File: src/rtl/dct_mac_sched_if.sv
// Handshake and datapath-control bundle between the MAC sequencer,
// the sample source, the macu datapath and the result consumer.
interface dct_mac_sched_if #(
    parameter int N_TAPS = 8,
    parameter int ROWS   = 8
);
    logic                      s_valid;
    logic                      s_ready;
    logic [$clog2(N_TAPS)-1:0] coef_sel;
    logic                      mac_clr;
    logic                      mac_ena;
    logic                      res_valid;
    logic                      res_ready;
    logic [$clog2(ROWS)-1:0]   row_idx;
    logic                      block_done;
    logic                      busy;

    modport master (
        output s_valid, res_ready,
        input  s_ready, coef_sel, mac_clr, mac_ena,
        input  res_valid, row_idx, block_done, busy
    );

    modport slave (
        input  s_valid, res_ready,
        output s_ready, coef_sel, mac_clr, mac_ena,
        output res_valid, row_idx, block_done, busy
    );
endinterface

File: src/rtl/dct_mac_sched.sv
// MAC sequencer for one fdct_zigzag DCT unit: taps in, pipeline drain,
// result handshake out, row/block tracking.
module dct_mac_sched #(
    parameter int N_TAPS   = 8,
    parameter int ROWS     = 8,
    parameter int MULT_LAT = 2
) (
    input  logic              i_clk,
    input  logic              i_rst,
    input  logic              i_abort,
    dct_mac_sched_if.slave    bus
);
    localparam int TW = $clog2(N_TAPS);
    localparam int RW = $clog2(ROWS);
    localparam int DW = (MULT_LAT > 1) ? $clog2(MULT_LAT) : 1;

    typedef enum logic [1:0] {
        ST_IDLE,
        ST_ACCUM,
        ST_DRAIN,
        ST_HOLD
    } state_t;

    state_t        r_state, w_state_nxt;
    logic [TW-1:0] r_tap, w_tap_nxt;
    logic [DW-1:0] r_dcnt, w_dcnt_nxt;
    logic [RW-1:0] r_row, w_row_nxt;

    logic w_ready;
    logic w_accept;
    logic w_last;
    logic w_hs;

    always_ff @(posedge i_clk) begin
        if (i_rst) begin
            r_state <= ST_IDLE;
            r_tap   <= '0;
            r_dcnt  <= '0;
            r_row   <= '0;
        end else begin
            r_state <= w_state_nxt;
            r_tap   <= w_tap_nxt;
            r_dcnt  <= w_dcnt_nxt;
            r_row   <= w_row_nxt;
        end
    end

    always_comb begin
        w_state_nxt = r_state;
        w_tap_nxt   = r_tap;
        w_dcnt_nxt  = r_dcnt;
        w_row_nxt   = r_row;

        w_ready  = ((r_state == ST_IDLE) || (r_state == ST_ACCUM)) && !i_rst;
        w_accept = w_ready && bus.s_valid;
        w_last   = (r_tap == TW'(N_TAPS - 1));
        w_hs     = (r_state == ST_HOLD) && bus.res_ready && !i_rst;

        unique case (r_state)
            ST_IDLE, ST_ACCUM: begin
                if (w_accept) begin
                    if (w_last) begin
                        w_tap_nxt   = '0;
                        w_dcnt_nxt  = DW'(MULT_LAT - 1);
                        w_state_nxt = ST_DRAIN;
                    end else begin
                        w_tap_nxt   = r_tap + 1'b1;
                        w_state_nxt = ST_ACCUM;
                    end
                end
            end
            ST_DRAIN: begin
                if (r_dcnt == '0) begin
                    w_state_nxt = ST_HOLD;
                end else begin
                    w_dcnt_nxt = r_dcnt - 1'b1;
                end
            end
            ST_HOLD: begin
                if (w_hs) begin
                    w_state_nxt = ST_IDLE;
                    w_row_nxt   = r_row + 1'b1;
                end
            end
            default: w_state_nxt = ST_IDLE;
        endcase

        // Flush wins over any same-cycle accept or result handshake
        if (i_abort) begin
            w_state_nxt = ST_IDLE;
            w_tap_nxt   = '0;
            w_dcnt_nxt  = '0;
            w_row_nxt   = r_row;
        end
    end

    assign bus.s_ready    = w_ready;
    assign bus.coef_sel   = r_tap;
    assign bus.mac_ena    = w_accept && !i_abort;
    assign bus.mac_clr    = w_accept && !i_abort && (r_tap == '0);
    assign bus.res_valid  = (r_state == ST_HOLD);
    assign bus.row_idx    = r_row;
    assign bus.block_done = w_hs && !i_abort
                            && (r_row == RW'(ROWS - 1));
    assign bus.busy       = (r_state != ST_IDLE) || (r_tap != '0);

endmodule

File: src/flat_wrapper.sv
// flat-port wrapper written by rule: the top's interface ports become plain ports
module dct_mac_sched_flat 
#(
    parameter int N_TAPS   = 8,
    parameter int ROWS     = 8,
    parameter int MULT_LAT = 2
)
  (i_clk, i_rst, i_abort, bus_s_valid, bus_res_ready, bus_s_ready, bus_coef_sel, bus_mac_clr, bus_mac_ena, bus_res_valid, bus_row_idx, bus_block_done, bus_busy);
  dct_mac_sched_if #(.N_TAPS(N_TAPS), .ROWS(ROWS)) bus_i ();
  input  logic i_clk;
  input  logic i_rst;
  input  logic i_abort;
  input wire logic [$bits(bus_i.s_valid)-1:0] bus_s_valid;
  input wire logic [$bits(bus_i.res_ready)-1:0] bus_res_ready;
  output wire logic [$bits(bus_i.s_ready)-1:0] bus_s_ready;
  output wire logic [$bits(bus_i.coef_sel)-1:0] bus_coef_sel;
  output wire logic [$bits(bus_i.mac_clr)-1:0] bus_mac_clr;
  output wire logic [$bits(bus_i.mac_ena)-1:0] bus_mac_ena;
  output wire logic [$bits(bus_i.res_valid)-1:0] bus_res_valid;
  output wire logic [$bits(bus_i.row_idx)-1:0] bus_row_idx;
  output wire logic [$bits(bus_i.block_done)-1:0] bus_block_done;
  output wire logic [$bits(bus_i.busy)-1:0] bus_busy;
  assign bus_i.s_valid = bus_s_valid;
  assign bus_i.res_ready = bus_res_ready;
  assign bus_s_ready = bus_i.s_ready;
  assign bus_coef_sel = bus_i.coef_sel;
  assign bus_mac_clr = bus_i.mac_clr;
  assign bus_mac_ena = bus_i.mac_ena;
  assign bus_res_valid = bus_i.res_valid;
  assign bus_row_idx = bus_i.row_idx;
  assign bus_block_done = bus_i.block_done;
  assign bus_busy = bus_i.busy;
  dct_mac_sched #(.N_TAPS(N_TAPS), .ROWS(ROWS), .MULT_LAT(MULT_LAT)) u_core (.i_clk(i_clk), .i_rst(i_rst), .i_abort(i_abort), .bus(bus_i));
endmodule
File: config.mk
export PLATFORM = sky130hd
export DESIGN_NAME = dct_mac_sched_flat
export DESIGN_NICKNAME = d
export VERILOG_FILES = /design/src/rtl/dct_mac_sched_if.sv /design/src/rtl/dct_mac_sched.sv /design/src/flat_wrapper.sv
export SDC_FILE = /design/constraint.sdc
export NUM_CORES = 1
export LEC_CHECK = 0
export ABC_AREA = 1
export BUFFER_PORTS_ARGS = -buffer_cell sky130_fd_sc_hd__buf_2
export CAP_MARGIN = 20
export CORE_MARGIN = 2
export CORE_UTILIZATION = 35
export CTS_CLUSTER_SIZE = 40
export DETAILED_ROUTE_END_ITERATION = 16
export GPL_ROUTABILITY_DRIVEN = 0
export PLACE_DENSITY = 0.68
export SYNTH_ARGS = -nofsm -noshare
export SYNTH_HDL_FRONTEND = slang
export SYNTH_SLANG_ARGS = --single-unit
File: constraint.sdc
create_clock -name i_clk -period 1.5 [get_ports i_clk]
set_clock_uncertainty 0.05 [all_clocks]
set_input_delay 0.075 -clock i_clk [delete_from_list [all_inputs] [get_ports i_clk]]
set_output_delay 0.075 -clock i_clk [all_outputs]
set_load 0.05 [all_outputs]
==> impl_metrics.yaml, run 1 <==
status:
  status: "finished clean"
drt:
  via_count: 505
  drc_errors: 0
  drtAntennaViolNets: 0
  drtIter0Drc: 12
  wl_per_cell_um: 9.89
  dr.pass1.iters: 4
  wl_um: 1030
  vias_per_cell: 4.86
cells_and_area:
  fin_area_um2: 678
  syn_to_final_growth_pct: 33.5
  fin_nets: 100
  antenna_cells_inserted: 0
  drive_gt1_frac: 0.371
  final_common_cell: "buf_2"
  post-route-util: 0.508
  final_cell_mix: "buf_2 (14), inv_1 (10), nor2_1 (9), nand2_1 (9), o21ai_0 (6)"
power_and_ir_drop:
  ir_drop_mv: 0.409
  powerDensity_mw_per_mm2: 755
  cellLeakagePower_nw: 0.335
placement:
  portBuffers: 16
  dpl_cell_area_um2: 637
  dp_hpwl_um: 831
  dp_slack_ns: 0.229
global_route:
  antenna_found_initial: 0
  grt_overflow: 0
  grt_pass1_wl_um: 1920
  grt_pass1_vias: 479
  grt_max_degree: 9
  grt_util_all_layers: 0.147
setup_path:
  cp_slowest_cell: "dfxtp_2"
  cp.required_ns: 1.37
  worstSetupEndpointType: "primary output"
  crit_fanout: 8
  path_buf_inv: 1
  path_common_cell: "nor2_4"
  crit_chain: "nor2_4 -> nand2_4 -> nor2_4 -> and3_4 -> buf_6"
  crit_type: "flop to primary output"
  cpPeakStageDelay_ns: 0.37
  crit_path_start_kind: "flop"
  worstPathArrival_ns: 1.27
  rrSetupSlack_ns: 0.21
  critPathTopFamily: "simple AND/OR/NAND/NOR gates"
yosys:
  syn-num-nets: 79
  synthTopCellsByArea: "dfxtp_1 (35%), ha_1 (12%), inv_1 (7.4%)"
  ys_seq_area_frac: 0.355
  netlist.area_leader.share: 0.355
  yosys_warnings: 0
  yosysUniqueCellTypes: 17
  yosysTopAreaCell: "dfxtp_1"
  syn-cell-area_um2: 508
  syn_inst: 69
  synth-seq-cells: 9
  synth.avg_cell_area_um2: 7.36
clocking:
  htreeDepth: 1
  cts_buffer_depth: 2
  cts_setup_buffers: 0
  clkLatencyLatePin_ns: 0.26
  numCtsBuffers: 3
  cts_sinks: 9
  clkTransAtPathRegs_ns: 0.06
  cts-root-buf: "clkbuf_4"
  tritoncts: "built"
  hold_buffers: 0
timing:
  slew_violations: 0
  setup_tns_ns: 0
  rsz0062_at_grt: "no"
  finalHoldViolCount: 0
  setup_viol: 0
  fin_crit_sh: 0.932
  tightest_slew_ns: 0.289
  period_needed_ns: 1.40
  fmax_mhz: 715
  setup_slack_ns: 0.102
  max_slew_margin: 0.807
floorplanning:
  core_mm2: 0.00133
  rows: 13
  die_x_um: 42.1
  pin_count: 17
  die_h_um: 42.1
  start_util: 0.381
  die-area_mm2: 0.00177
worst_hold_path:
  hp-class: "primary input to flop"
flow_run:
  cap_viol_max_count: 0
## routing by layer
metal / global-route usage / part of all wire / vias to the layer above
met3: 0.0776 / 0.073 / 2
met2: 0.272 / 0.52 / 14
met1: 0.143 / 0.39 / 223
met4: 0.0375 / 0.0097 / 0
met5: 0 / 0 / -
li1: - / - / 266
## cell usage after synthesis
cell type  instances
o21ai_0            6
xor2_1             1
a31oi_1            1
and3_1             1
o21bai_1           1
nand3_1            4
inv_2              1
nor2_1            10
a21oi_1            4
ha_1               5
nand2_2            2
nand3_4            1
nor2_2             3
nand2_1            9
clkinv_2           1
dfxtp_1            9
inv_1             10
## cells by family after synthesis
family                   count (synthesis)  share of synthesized area
AND/OR/NAND/NOR                         30                      0.288
AO/OA/AOI/OAI                           12                      0.126
buffers and inverters                   12                     0.0911
flip-flops                               9                      0.355
adder cells (fa/ha/maj)                  5                      0.123
XOR/XNOR                                 1                     0.0172
## flip-flops by register name, summed over array words and instances (netlist names)
signal / count
u_core.r_dcnt: 1
u_core.bus.row_idx: 3
u_core.r_state: 2
u_core.bus.coef_sel: 3
## path summary, 6_finish.rpt
path,to,start,cells past startpoint
max,bus_mac_clr,u_core.r_state[1],5
min,u_core.bus.row_idx[0],i_rst,2
max reg2reg,u_core.r_dcnt,u_core.bus.coef_sel[1],7
min reg2reg,u_core.r_dcnt,u_core.r_dcnt,2
## final cells by class
cell class,instances,area [µm²]
clock buffer,4,26.3
fill,150,656
multi-input combinational,48,309
sequential,9,185
timing repair buffer,16,92.6
tap,15,18.8
inverter,12,46.3
## what timing repair did
action                                  CTS  global route
resized for setup                         2             5
endpoints found under the setup margin    2             2
pin swaps                                 0             0
## per-stage QoR
stage | hold WS [ns] | std cells | power (mW)
floorplan | 0.0974 | 69 | 0.306
global placement | 0.296 | 100 | 0.329
detailed placement | 0.296 | 100 | 0.329
CTS | 0.0201 | 104 | 0.519
global route | 0.0254 | 104 | 0.544
finish | 0.0138 | 104 | 0.512
## worst reg2reg max path: stages (launching register included)
cell	delay (ns)
dfxtp_2	0.35
ha_1	0.14
ha_1	0.18
inv_1	0.07
o21ai_0	0.17
nand2_1	0.10
nand2_1	0.06
a21oi_1	0.06
## power breakdown
group	total, mW	switching [mW]	internal (mW)
Sequential	0.245	0.00251	0.242
Combinational	0.0802	0.0574	0.0228
Clock	0.187	0.0849	0.103
(Power assumes the default switching activity.)
==> run 2, diff against run 1 <==
--- a/config.mk
+++ b/config.mk
@@ -8,12 +8,14 @@
 export ABC_AREA = 1
 export BUFFER_PORTS_ARGS = -buffer_cell sky130_fd_sc_hd__buf_2
 export CAP_MARGIN = 20
+export CELL_PAD_IN_SITES_DETAIL_PLACEMENT = 0
+export CELL_PAD_IN_SITES_GLOBAL_PLACEMENT = 1
 export CORE_MARGIN = 2
-export CORE_UTILIZATION = 35
+export CORE_UTILIZATION = 32
 export CTS_CLUSTER_SIZE = 40
 export DETAILED_ROUTE_END_ITERATION = 16
 export GPL_ROUTABILITY_DRIVEN = 0
-export PLACE_DENSITY = 0.68
+export PLACE_DENSITY = 0.82
 export SYNTH_ARGS = -nofsm -noshare
 export SYNTH_HDL_FRONTEND = slang
 export SYNTH_SLANG_ARGS = --single-unit
==> run 2 against run 1 <==
  * Worst hold slack lost 0.0021 ns
  * Wire length grew 6.3%
  * Clock power grew 4%
  * Largest cell class unchanged
  * Critical path depth is the same
  * Sequential cell count is the same
  * Register-to-register slack gained 0.03 ns
  * Die area grew 8.5%
  * Non-clock buffer count grew 1
  * First-iteration DRC count shrank 75%
  * Sequential power is essentially flat
  * Count of clock-buffer cells in the layout is the same
==> impl_metrics.yaml, run 2 (synthesis results as in run 1) <==
setup_path:
  cp_slowest_cell: "dfxtp_2"
  worstSetupEndpointType: "primary output"
  cpPeakStageDelay_ns: 0.37
  path_common_cell: "nor2_4"
  cp.required_ns: 1.37
  worstPathArrival_ns: 1.32
  crit_type: "flop to primary output"
  crit_fanout: 8
  crit_chain: "nor2_4 -> nand2_4 -> nor2_4 -> and3_4 -> buf_4"
  crit_path_start_kind: "flop"
cells_and_area:
  drive_gt1_frac: 0.367
  fin_nets: 101
  syn_to_final_growth_pct: 33.5
  final_cell_mix: "buf_2 (14), inv_1 (10), nor2_1 (9), nand2_1 (9)"
  antenna_cells_inserted: 0
  final_common_cell: "buf_2"
  fin_area_um2: 678
placement:
  dpl_cell_area_um2: 646
  dp_slack_ns: 0.215
  portBuffers: 16
  dp_hpwl_um: 876
clocking:
  tritoncts: "built"
  clkLatencyLatePin_ns: 0.27
  cts-root-buf: "clkbuf_4"
  cts_buffer_depth: 2
  clkTransAtPathRegs_ns: 0.06
  htreeDepth: 1
  cts_sinks: 9
  numCtsBuffers: 3
  cts_setup_buffers: 0
  hold_buffers: 0
  cts_resized: 3
flow_run:
  cap_viol_max_count: 0
timing:
  rsz0062_at_grt: "no"
  tightest_slew_ns: 0.256
  slew_violations: 0
  max_slew_margin: 0.830
  finalHoldViolCount: 0
  setup_tns_ns: 0
  fmax_mhz: 694
  fin_crit_sh: 0.960
  setup_slack_ns: 0.0600
  period_needed_ns: 1.44
  setup_viol: 0
floorplanning:
  die-area_mm2: 0.00192
  pin_count: 17
  die_x_um: 43.8
  start_util: 0.341
  rows: 14
  die_h_um: 43.8
  core_mm2: 0.00149
drt:
  drtAntennaViolNets: 0
  drtIter0Drc: 3
  vias_per_cell: 4.56
  dr.pass1.iters: 4
  via_count: 483
  wl_um: 1090
  wl_per_cell_um: 10.3
  drc_errors: 0
global_route:
  grt_util_all_layers: 0.141
  antenna_found_initial: 0
  grt_max_degree: 9
  grt_overflow: 0
  grt_pass1_vias: 447
  grt_pass1_wl_um: 1950
worst_hold_path:
  hp-class: "primary input to flop"
status:
  status: "finished clean"
power_and_ir_drop:
  powerDensity_mw_per_mm2: 767
  ir_drop_mv: 0.535
  p_total_mw: 0.520
  cellLeakagePower_nw: 0.338
==> run 2: cell types whose count changed in the layout (fill, tap and decap cells not counted) <==
cell,change
dfxtp_1,+1
buf_6,-2
buf_4,+3
dfxtp_2,-1
==> run 2: cell type report <==
cell class / count / area, µm²
clock buffer: 4 / 26.3
fill: 161 / 811
inverter: 12 / 46.3
multi-input combinational: 48 / 309
sequential: 9 / 184
tap: 16 / 20.0
timing repair buffer: 17 / 92.6
==> run 2: per-stage QoR <==
stage / cells / util / hold WS [ns]
final: 106 / 0.455 / 0.0118
after global routing: 106 / 0.455 / 0.0248
after CTS: 106 / 0.455 / 0.00844
after detailed placement: 102 / 0.434 / 0.296
after global placement: 102 / 0.434 / 0.296
after floorplan: 69 / - / 0.0974
==> run 2: path summary, 6_finish.rpt <==
kind                               start                    end  slack [ns]  cells past startpoint
setup / recovery       u_core.r_state[1]            bus_mac_clr        0.06                      5
setup reg to reg  u_core.bus.coef_sel[0]          u_core.r_dcnt        0.24                      7
hold / removal                     i_rst  u_core.bus.row_idx[0]        0.01                      2
hold reg to reg            u_core.r_dcnt          u_core.r_dcnt        0.42                      2
==> run 2: report_power, final <==
group / leakage (nW) / total (mW) / switching (mW) / internal [mW]
Combinational: 0.249 / 0.0820 / 0.0583 / 0.0237
Clock: 0.0150 / 0.194 / 0.0909 / 0.103
Sequential: 0.0742 / 0.245 / 0.00251 / 0.242
Total: 0.338 / 0.520 / 0.152 / 0.369
==> run 2: layer usage <==
metal	track usage	routed length, µm	part of all wire	vias to the layer above
met3	0.0292	62	0.057	5
met2	0.221	509	0.47	13
met5	0	0	0	-
met4	0.109	45	0.041	0
met1	0.168	477	0.44	206
li1	-	-	-	259
==> run 2: worst max-delay path, delay by kind of cell, from the launching register on <==
family,cells,cell delay (ns)
simple gates,4,0.49
flops,1,0.37
buf+inv,1,0.18
==> run 3, diff against run 2 <==
--- a/config.mk
+++ b/config.mk
@@ -16,6 +16,7 @@
 export DETAILED_ROUTE_END_ITERATION = 16
 export GPL_ROUTABILITY_DRIVEN = 0
 export PLACE_DENSITY = 0.82
+export REMOVE_ABC_BUFFERS = 1
 export SYNTH_ARGS = -nofsm -noshare
 export SYNTH_HDL_FRONTEND = slang
 export SYNTH_SLANG_ARGS = --single-unit
==> run 3 against run 2 <==
  * Wire length decreased by 5.7%
  * Critical path depth unchanged
  * Final area decreased by 0.18%
  * Highest routed layer unchanged
==> impl_metrics.yaml, run 3 (synthesis results as in run 1) <==
status:
  status: "finished clean"
timing:
  fin_crit_sh: 0.920
  rsz0062_at_grt: "no"
  tightest_slew_ns: 0.248
  slew_violations: 0
  finalHoldViolCount: 0
  setup_tns_ns: 0
  fmax_mhz: 724
  setup_viol: 0
  worst_hold_slack_ns: 0.136
  max_slew_margin: 0.836
  period_needed_ns: 1.38
floorplanning:
  rows: 14
  die_h_um: 43.8
  start_util: 0.341
  die_x_um: 43.8
  core_mm2: 0.00149
  die-area_mm2: 0.00192
  pin_count: 17
placement:
  portBuffers: 16
  dpl_cell_area_um2: 616
  dp_hpwl_um: 816
drt:
  wl_um: 1030
  drtAntennaViolNets: 0
  dr.pass1.iters: 3
  drc_errors: 0
  via_count: 505
  wl_per_cell_um: 9.47
  vias_per_cell: 4.63
  drtIter0Drc: 5
power_and_ir_drop:
  cellLeakagePower_nw: 0.347
  powerDensity_mw_per_mm2: 758
  ir_drop_mv: 0.478
clocking:
  cts_buffer_depth: 2
  cts-root-buf: "clkbuf_4"
  tritoncts: "built"
  clkLatencyLatePin_ns: 0.26
  htreeDepth: 1
  numCtsBuffers: 3
  cts_sinks: 9
  clkTransAtPathRegs_ns: 0.06
setup_path:
  r2r_cells: 7
  setup.worst_path.end: "bus_mac_clr"
  crit_start: "u_core.r_state[1]"
  worstPathArrival_ns: 1.26
  r2r_start: "u_core.bus.coef_sel[1]"
  crit_fanout: 8
  crit_path_start_kind: "flop"
  crit_type: "flop to primary output"
  cp.required_ns: 1.37
  r2r-end: "u_core.r_dcnt"
  worstSetupEndpointType: "primary output"
  rrSetupSlack_ns: 0.21
cells_and_area:
  fin_area_um2: 677
  drive_gt1_frac: 0.333
  antenna_cells_inserted: 0
  syn_to_final_growth_pct: 33.3
  n_fill_cell: 163
  post-route-util: 0.455
  final_cell_mix: "buf_2 (14), inv_1 (10), nor2_1 (10), nand2_1 (9), dfxtp_1 (8)"
  fin_nets: 104
  final_common_cell: "buf_2"
worst_hold_path:
  hp-class: "primary input to flop"
  worstHoldStart: "i_rst"
global_route:
  grt_pass1_vias: 456
  antenna_found_initial: 0
  grt_max_degree: 9
  grt_util_all_layers: 0.132
  grt_overflow: 0
  grt_pass1_wl_um: 1810
flow_run:
  cap_viol_max_count: 0
## run 3: cell count changes in the layout (fill, tap and decap cells not counted), sizes merged
cell / delta
dlygate4sd3: +1
buf: +2
## run 3: final cells by class
class / count / area [µm²] / area share
multi-input cells: 48 / 282 / 0.416
well taps: 16 / 20.0 / 0.0296
repair buffers: 20 / 121 / 0.179
flip-flops and latches: 9 / 181 / 0.268
inverters: 12 / 46.3 / 0.0684
clock buffers: 4 / 26.3 / 0.0388
## run 3: worst min path at each step
| stage | to | slack (ns) | cells after the start |
|---|---|---|---|
| after floorplan | u_core.bus.row_idx[0] | 0.1 | 1 |
| after global placement | u_core.bus.row_idx[0] | 0.28 | 2 |
| after detailed placement | u_core.bus.row_idx[0] | 0.28 | 2 |
| after CTS | u_core.bus.row_idx[1] | 0.13 | 4 |
| after global routing | u_core.bus.row_idx[1] | 0.14 | 4 |
| final | u_core.bus.row_idx[1] | 0.14 | 4 |
## run 3: metrics by stage
stage | setup slack [ns] | power, mW | instances
after global placement | 0.226 | 0.326 | 102
after global routing | 0.000943 | 0.550 | 109
after floorplan | -0.682 | 0.301 | 69
after detailed placement | 0.214 | 0.325 | 102
final | 0.119 | 0.513 | 109
after CTS | 0.0285 | 0.523 | 107
## run 3: repair_timing
item                                   CTS  global route
buffers inserted                         0             2
cloned                                   0             0
pin swaps                                0             1
setup endpoints to repair                1             2
hold buffers                             1             0
gates resized for setup                  2             3
endpoints found under the hold margin    1             0
## run 3: where the power goes
group	total, mW	switching [mW]	leakage [nW]	internal [mW]
sequential	0.244	0.00253	0.0733	0.242
combinational	0.0831	0.0567	0.258	0.0264
clock	0.186	0.0832	0.0150	0.102
total	0.513	0.142	0.347	0.371
## run 3: critical path, cell delays in order (launching register included)
cell     delay [ns]
dfxtp_2        0.36
nor2_2         0.14
nand2_2        0.09
nor2_2         0.09
and3_1         0.16
buf_6          0.16
## run 3: metal layers
metal | vias up | wire length [µm] | track usage
met4 | 0 | 15 | 0.0545
met5 | - | 0 | 0
li1 | 269 | - | -
met3 | 2 | 74 | 0.0750
met2 | 14 | 497 | 0.215
met1 | 220 | 444 | 0.140
